===== src/rtl/fetch_queue_if.sv =====
// Handshake bundle between the fetch stage, the fetch queue and decode.
// A pair moves on either side only in a cycle where valid and ready are both high at the rising edge.
interface fetch_queue_if #(
  parameter int DATA_WIDTH = 32
);
  logic                  in_valid;
  logic                  in_ready;
  logic [DATA_WIDTH-1:0] in_pc;
  logic [DATA_WIDTH-1:0] in_instruction;
  logic                  out_valid;
  logic                  out_ready;
  logic [DATA_WIDTH-1:0] out_pc;
  logic [DATA_WIDTH-1:0] out_instruction;
  logic                  out_misaligned;

  // Fetch/decode side: drives the push request and the pop acknowledge.
  modport master (
    output in_valid, in_pc, in_instruction, out_ready,
    input  in_ready, out_valid, out_pc, out_instruction, out_misaligned
  );

  // Queue side.
  modport slave (
    input  in_valid, in_pc, in_instruction, out_ready,
    output in_ready, out_valid, out_pc, out_instruction, out_misaligned
  );
endinterface


===== src/rtl/fetch_queue.sv =====
// Instruction buffer between fetch and decode: circular buffer of {pc, instruction} pairs with flush.
// Optional zero-latency pass-through when empty: define FETCH_QUEUE_BYPASS_EN.
module fetch_queue #(
  parameter int DEPTH      = 4,
  parameter int DATA_WIDTH = 32,
  parameter int CNT_WIDTH  = $clog2(DEPTH) + 1
) (
  input  logic                 clock,
  input  logic                 reset,
  input  logic                 flush,
  fetch_queue_if.slave         bus,
  output logic [CNT_WIDTH-1:0] count
);
  localparam int PTR_W = $clog2(DEPTH);

  logic [DATA_WIDTH-1:0] pc_mem_q    [DEPTH];
  logic [DATA_WIDTH-1:0] instr_mem_q [DEPTH];

  logic [PTR_W-1:0]     wr_ptr_q, wr_ptr_d;
  logic [PTR_W-1:0]     rd_ptr_q, rd_ptr_d;
  logic [CNT_WIDTH-1:0] count_q, count_d;

  logic full, empty, head_valid, bypass, push, pop;
  logic [DATA_WIDTH-1:0] head_pc, head_instr;

  always_comb begin
    full       = (count_q == CNT_WIDTH'(DEPTH));
    empty      = (count_q == '0);
    head_valid = !empty && !flush;
`ifdef FETCH_QUEUE_BYPASS_EN
    bypass     = empty && !flush && bus.in_valid;
`else
    bypass     = 1'b0;
`endif
    bus.in_ready  = !full && !flush;
    bus.out_valid = head_valid || bypass;

    head_pc    = bypass ? bus.in_pc          : pc_mem_q[rd_ptr_q];
    head_instr = bypass ? bus.in_instruction : instr_mem_q[rd_ptr_q];
    // Head fields read as zero whenever nothing valid is presented.
    bus.out_pc          = bus.out_valid ? head_pc    : '0;
    bus.out_instruction = bus.out_valid ? head_instr : '0;
    bus.out_misaligned  = bus.out_valid && (head_pc[1:0] != 2'b00);

    // A bypassed pair taken by decode in the same cycle never enters storage.
    push = bus.in_valid && bus.in_ready && !(bypass && bus.out_ready);
    pop  = head_valid && bus.out_ready;

    wr_ptr_d = push ? wr_ptr_q + PTR_W'(1) : wr_ptr_q;
    rd_ptr_d = pop  ? rd_ptr_q + PTR_W'(1) : rd_ptr_q;
    count_d  = count_q;
    case ({push, pop})
      2'b10:   count_d = count_q + CNT_WIDTH'(1);
      2'b01:   count_d = count_q - CNT_WIDTH'(1);
      default: count_d = count_q;
    endcase
  end

  always_ff @(posedge clock) begin
    if (reset || flush) begin
      wr_ptr_q <= '0;
      rd_ptr_q <= '0;
      count_q  <= '0;
    end else begin
      wr_ptr_q <= wr_ptr_d;
      rd_ptr_q <= rd_ptr_d;
      count_q  <= count_d;
    end
  end

  // Storage needs no reset: entries are only visible through count.
  always_ff @(posedge clock) begin
    if (push && !reset) begin
      pc_mem_q[wr_ptr_q]    <= bus.in_pc;
      instr_mem_q[wr_ptr_q] <= bus.in_instruction;
    end
  end

  assign count = count_q;
endmodule


===== src/flat_wrapper.sv =====
// flat-port wrapper written by rule: the top's interface ports become plain ports
module fetch_queue_flat 
#(
  parameter int DEPTH      = 4,
  parameter int DATA_WIDTH = 32,
  parameter int CNT_WIDTH  = $clog2(DEPTH) + 1
)
  (clock, reset, flush, count, bus_in_valid, bus_in_pc, bus_in_instruction, bus_out_ready, bus_in_ready, bus_out_valid, bus_out_pc, bus_out_instruction, bus_out_misaligned);
  fetch_queue_if #(.DATA_WIDTH(DATA_WIDTH)) bus_i ();
  input  logic clock;
  input  logic reset;
  input  logic flush;
  output logic [CNT_WIDTH-1:0] count;
  input wire logic [$bits(bus_i.in_valid)-1:0] bus_in_valid;
  input wire logic [$bits(bus_i.in_pc)-1:0] bus_in_pc;
  input wire logic [$bits(bus_i.in_instruction)-1:0] bus_in_instruction;
  input wire logic [$bits(bus_i.out_ready)-1:0] bus_out_ready;
  output wire logic [$bits(bus_i.in_ready)-1:0] bus_in_ready;
  output wire logic [$bits(bus_i.out_valid)-1:0] bus_out_valid;
  output wire logic [$bits(bus_i.out_pc)-1:0] bus_out_pc;
  output wire logic [$bits(bus_i.out_instruction)-1:0] bus_out_instruction;
  output wire logic [$bits(bus_i.out_misaligned)-1:0] bus_out_misaligned;
  assign bus_i.in_valid = bus_in_valid;
  assign bus_i.in_pc = bus_in_pc;
  assign bus_i.in_instruction = bus_in_instruction;
  assign bus_i.out_ready = bus_out_ready;
  assign bus_in_ready = bus_i.in_ready;
  assign bus_out_valid = bus_i.out_valid;
  assign bus_out_pc = bus_i.out_pc;
  assign bus_out_instruction = bus_i.out_instruction;
  assign bus_out_misaligned = bus_i.out_misaligned;
  fetch_queue #(.DEPTH(DEPTH), .DATA_WIDTH(DATA_WIDTH), .CNT_WIDTH(CNT_WIDTH)) u_core (.clock(clock), .reset(reset), .flush(flush), .bus(bus_i), .count(count));
endmodule

===== config.mk =====
export PLATFORM = sky130hd
export DESIGN_NAME = fetch_queue_flat
export DESIGN_NICKNAME = d
export VERILOG_FILES = /design/src/rtl/fetch_queue_if.sv /design/src/rtl/fetch_queue.sv /design/src/flat_wrapper.sv
export SDC_FILE = /design/constraint.sdc
export NUM_CORES = 1
export LEC_CHECK = 0
export BUFFER_PORTS_ARGS = -buffer_cell sky130_fd_sc_hd__buf_2
export CAP_MARGIN = 10
export CORE_MARGIN = 1
export CORE_UTILIZATION = 57
export DETAILED_ROUTE_END_ITERATION = 10
export PLACE_DENSITY = 0.75
export SLEW_MARGIN = 40
export SYNTH_ARGS = -nofsm -noshare
export SYNTH_HDL_FRONTEND = slang
export SYNTH_SLANG_ARGS = --single-unit
export TNS_END_PERCENT = 20

===== constraint.sdc =====
create_clock -name clock -period 3.5 [get_ports clock]
set_input_delay 0.35 -clock clock [delete_from_list [all_inputs] [get_ports clock]]
set_output_delay 0.35 -clock clock [all_outputs]
set_load 0.005 [all_outputs]

==> flow_metrics.py <==
metrics = {
    "synthesis": {
        "synth-edff-count": 256,
        "avgSynthCellArea_um2": 21.83,
        "syn_inst": 468,
        "netlist-cell-type-count": 27,
        "async_flop_share_pct": 0,
        "ys_ff_latch": 265,
        "yosysSeqAreaShare_pct": 77.01,
        "syn_area_um2": 10220,
        "ys.flop_type": "edfxtp_1",
        "synth_warnings": 0,
        "syn_nets": 543,
    },
    "cells_and_area": {
        "layout-drive-gt1-share_pct": 40.03,
        "multi_input_area_um2": 2163,
        "final_cell_mix": "edfxtp_1, buf_2, mux4_2, and2_1, clkbuf_16",
        "synthToLayoutAreaGrowth_pct": 17.10,
        "final_cells": 869,
        "fillers": 1114,
        "mostFrequentLayoutCell": "edfxtp_1",
        "finalNetCount": 697,
        "seq_area_um2": 7875,
    },
    "run_status": {
        "outcome": "finished, final reports clean",
    },
    "sta": {
        "period_share_pct": 83.34,
        "fin_skew_ps": 14.65,
        "hold_violations": 0,
        "min_period_ps": 2917,
        "finalSetupViolCount": 0,
        "relSlewSlack_pct": 54.79,
        "timing.setup.tns_ps": 0,
        "rsz0062_at_grt": "false",
        "fmax_mhz": 342.8,
        "worst_pin_slew_ps": 676.8,
        "slew_violations": 0,
    },
    "drt": {
        "routedWlPerCell_um": 20.85,
        "drc": 0,
        "wirelength_mm": 18.12,
        "ant_nets": 0,
        "drtIter0Drc": 252,
        "drt-vias-per-instance": 5.697,
        "vias": 4951,
        "dr.pass1.iters": 4,
    },
    "clocking": {
        "clock_latency_ps": 520,
        "cts_tree": "done",
        "path_clk_slew_ps": 60,
        "cts_root_buffer": "clkbuf_16",
        "cts.sinks": 265,
        "ctsHoldBuffers": 0,
        "htreeDepth": 1,
        "numCtsBuffers": 26,
        "post_cts_resize_count": 0,
        "cts_buffer_depth": 3,
        "post_cts_buffers": 0,
    },
    "setup_path": {
        "cp_max_fo": 34,
        "crit_path_top_delay_cell": "inv_2",
        "critPathLaunchType": "flip-flop",
        "critPathMaxStageDelay_ps": 450,
        "arrival_ps": 2570,
        "critPathKind": "flip-flop to output pin",
        "cp.required_ps": 3150,
        "path_cells": "nor3_2 -> or2_1 -> inv_2 -> buf_4 -> and2_1 -> buf_2",
        "cp-end-kind": "output pin",
    },
    "power": {
        "power_leakage_uw": 0.004136,
        "cellPowerDensity_nw_per_um2": 520.3,
        "peakVddDrop_v": 0.0004186,
    },
    "global_route": {
        "antenna_found_initial": 7,
        "grt_pass1_vias": 5081,
        "grt_usage_pct": 20.33,
        "grt_pass1_wl_mm": 27.50,
        "grt_overflow": 0,
        "grt_max_degree": 53,
    },
    "placed_design": {
        "portBuffers": 138,
        "routabilityCongestion": 0.7206,
        "hpwlAfterDp_mm": 10.80,
        "dp.cells": 819,
    },
    "die": {
        "die_w_um": 135.9,
        "core_um2": 17420,
        "core.rowCount": 48,
        "fp.dieH_um": 135.9,
        "ios": 139,
        "initial_core_util_pct": 58.66,
        "die_area_um2": 18460,
    },
    "run": {
        "maxCapViolCount": 0,
    },
    "min_path": {
        "hold_class": "input port to flip-flop",
    },
}
==> worst max-delay path, delay by kind of cell, from the launching register on <==
| kind | cells | cell delay (ps) |
|---|---|---|
| DFF | 1 | 440 |
| buffers and inverters | 3 | 970 |
| and+or+nand+nor | 3 | 590 |
==> per-stage QoR <==
| stage | worst slack, ps | util, % | instance area, um^2 | power, uW | hold slack (ps) |
|---|---|---|---|---|---|
| floorplan | 592.2 | - | 10220 | 3654 | 448.9 |
| global placement | 1126 | 64.13 | 11170 | 3740 | 455.4 |
| detailed placement | 1002 | 64.13 | 11170 | 3750 | 471.8 |
| CTS | 561.8 | 68.66 | 11960 | 6282 | 23.01 |
| global route | 390.1 | 68.67 | 11960 | 6399 | 29.34 |
| finish | 583.1 | 68.69 | 11960 | 6224 | 41.09 |
==> final cells by class <==
| cell class | count | share of cell area [%] |
|---|---|---|
| clock buffer | 32 | 5.805 |
| sequential | 265 | 65.83 |
| antenna | 2 | 0.04184 |
| tap | 225 | 2.353 |
| timing repair buffer | 149 | 6.882 |
| inverter | 7 | 0.2196 |
| multi-input combinational | 173 | 18.08 |
| clock inverter | 16 | 0.7844 |
==> metal layers <==
layer / vias to the layer above / track usage [%] / wire length, um / share of wire [%]
met2: 148 / 35.15 / 9187 / 51
met5: - / 0 / 23 / 0.13
li1: 2198 / - / - / -
met1: 2571 / 25.75 / 7327 / 40
met4: 4 / 5.000 / 294 / 1.6
met3: 30 / 5.369 / 1287 / 7.1
==> cells in the mapped netlist (3+ instances only) <==
master / count / area share [%]
edfxtp_1: 256 / 75
and2_1: 68 / 4.2
mux4_2: 64 / 14
buf_2: 9 / 0.44
buf_6: 9 / 0.99
dfxtp_1: 9 / 1.8
nor2_1: 8 / 0.29
a21oi_1: 6 / 0.29
inv_1: 6 / 0.22
ha_1: 5 / 0.61
clkbuf_2: 3 / 0.15
==> path summary, 6_finish.rpt <==
path | start | end | slack [ps] | depth (start not counted)
setup / recovery | u_core.count[0] | bus_out_instruction[1] | 580 | 6
hold / removal | bus_in_pc[6] | u_core.pc_mem_q[3][6] | 40 | 1
setup reg to reg | u_core.count[2] | u_core.count[2] | 990 | 8
hold reg to reg | u_core.rd_ptr_q[1] | flip-flop | 500 | 2
==> cell families after synthesis <==
group	share of synthesized area [%]
buffers and inverters	1.911
AND/OR/NAND/NOR	5.303
AO/OA/AOI/OAI	0.6858
multiplexers	14.11
XOR/XNOR	0.1715
flip-flops	77.01
adder cells (fa/ha/maj)	0.8083
==> registers in the layout, indices dropped and copies added, names as in the netlist, named ones only <==
register / flops
u_core.count: 3
u_core.instr_mem_q: 128
u_core.wr_ptr_q: 2
u_core.pc_mem_q: 128
u_core.rd_ptr_q: 2
==> power by group <==
| part | switching, uW | internal, uW | total, uW |
|---|---|---|---|
| Sequential | 8.77 | 3510 | 3510 |
| Clock | 1070 | 1470 | 2540 |
| Combinational | 91.2 | 76.6 | 168 |
No activity file was read; power rests on OpenSTA's default activity.
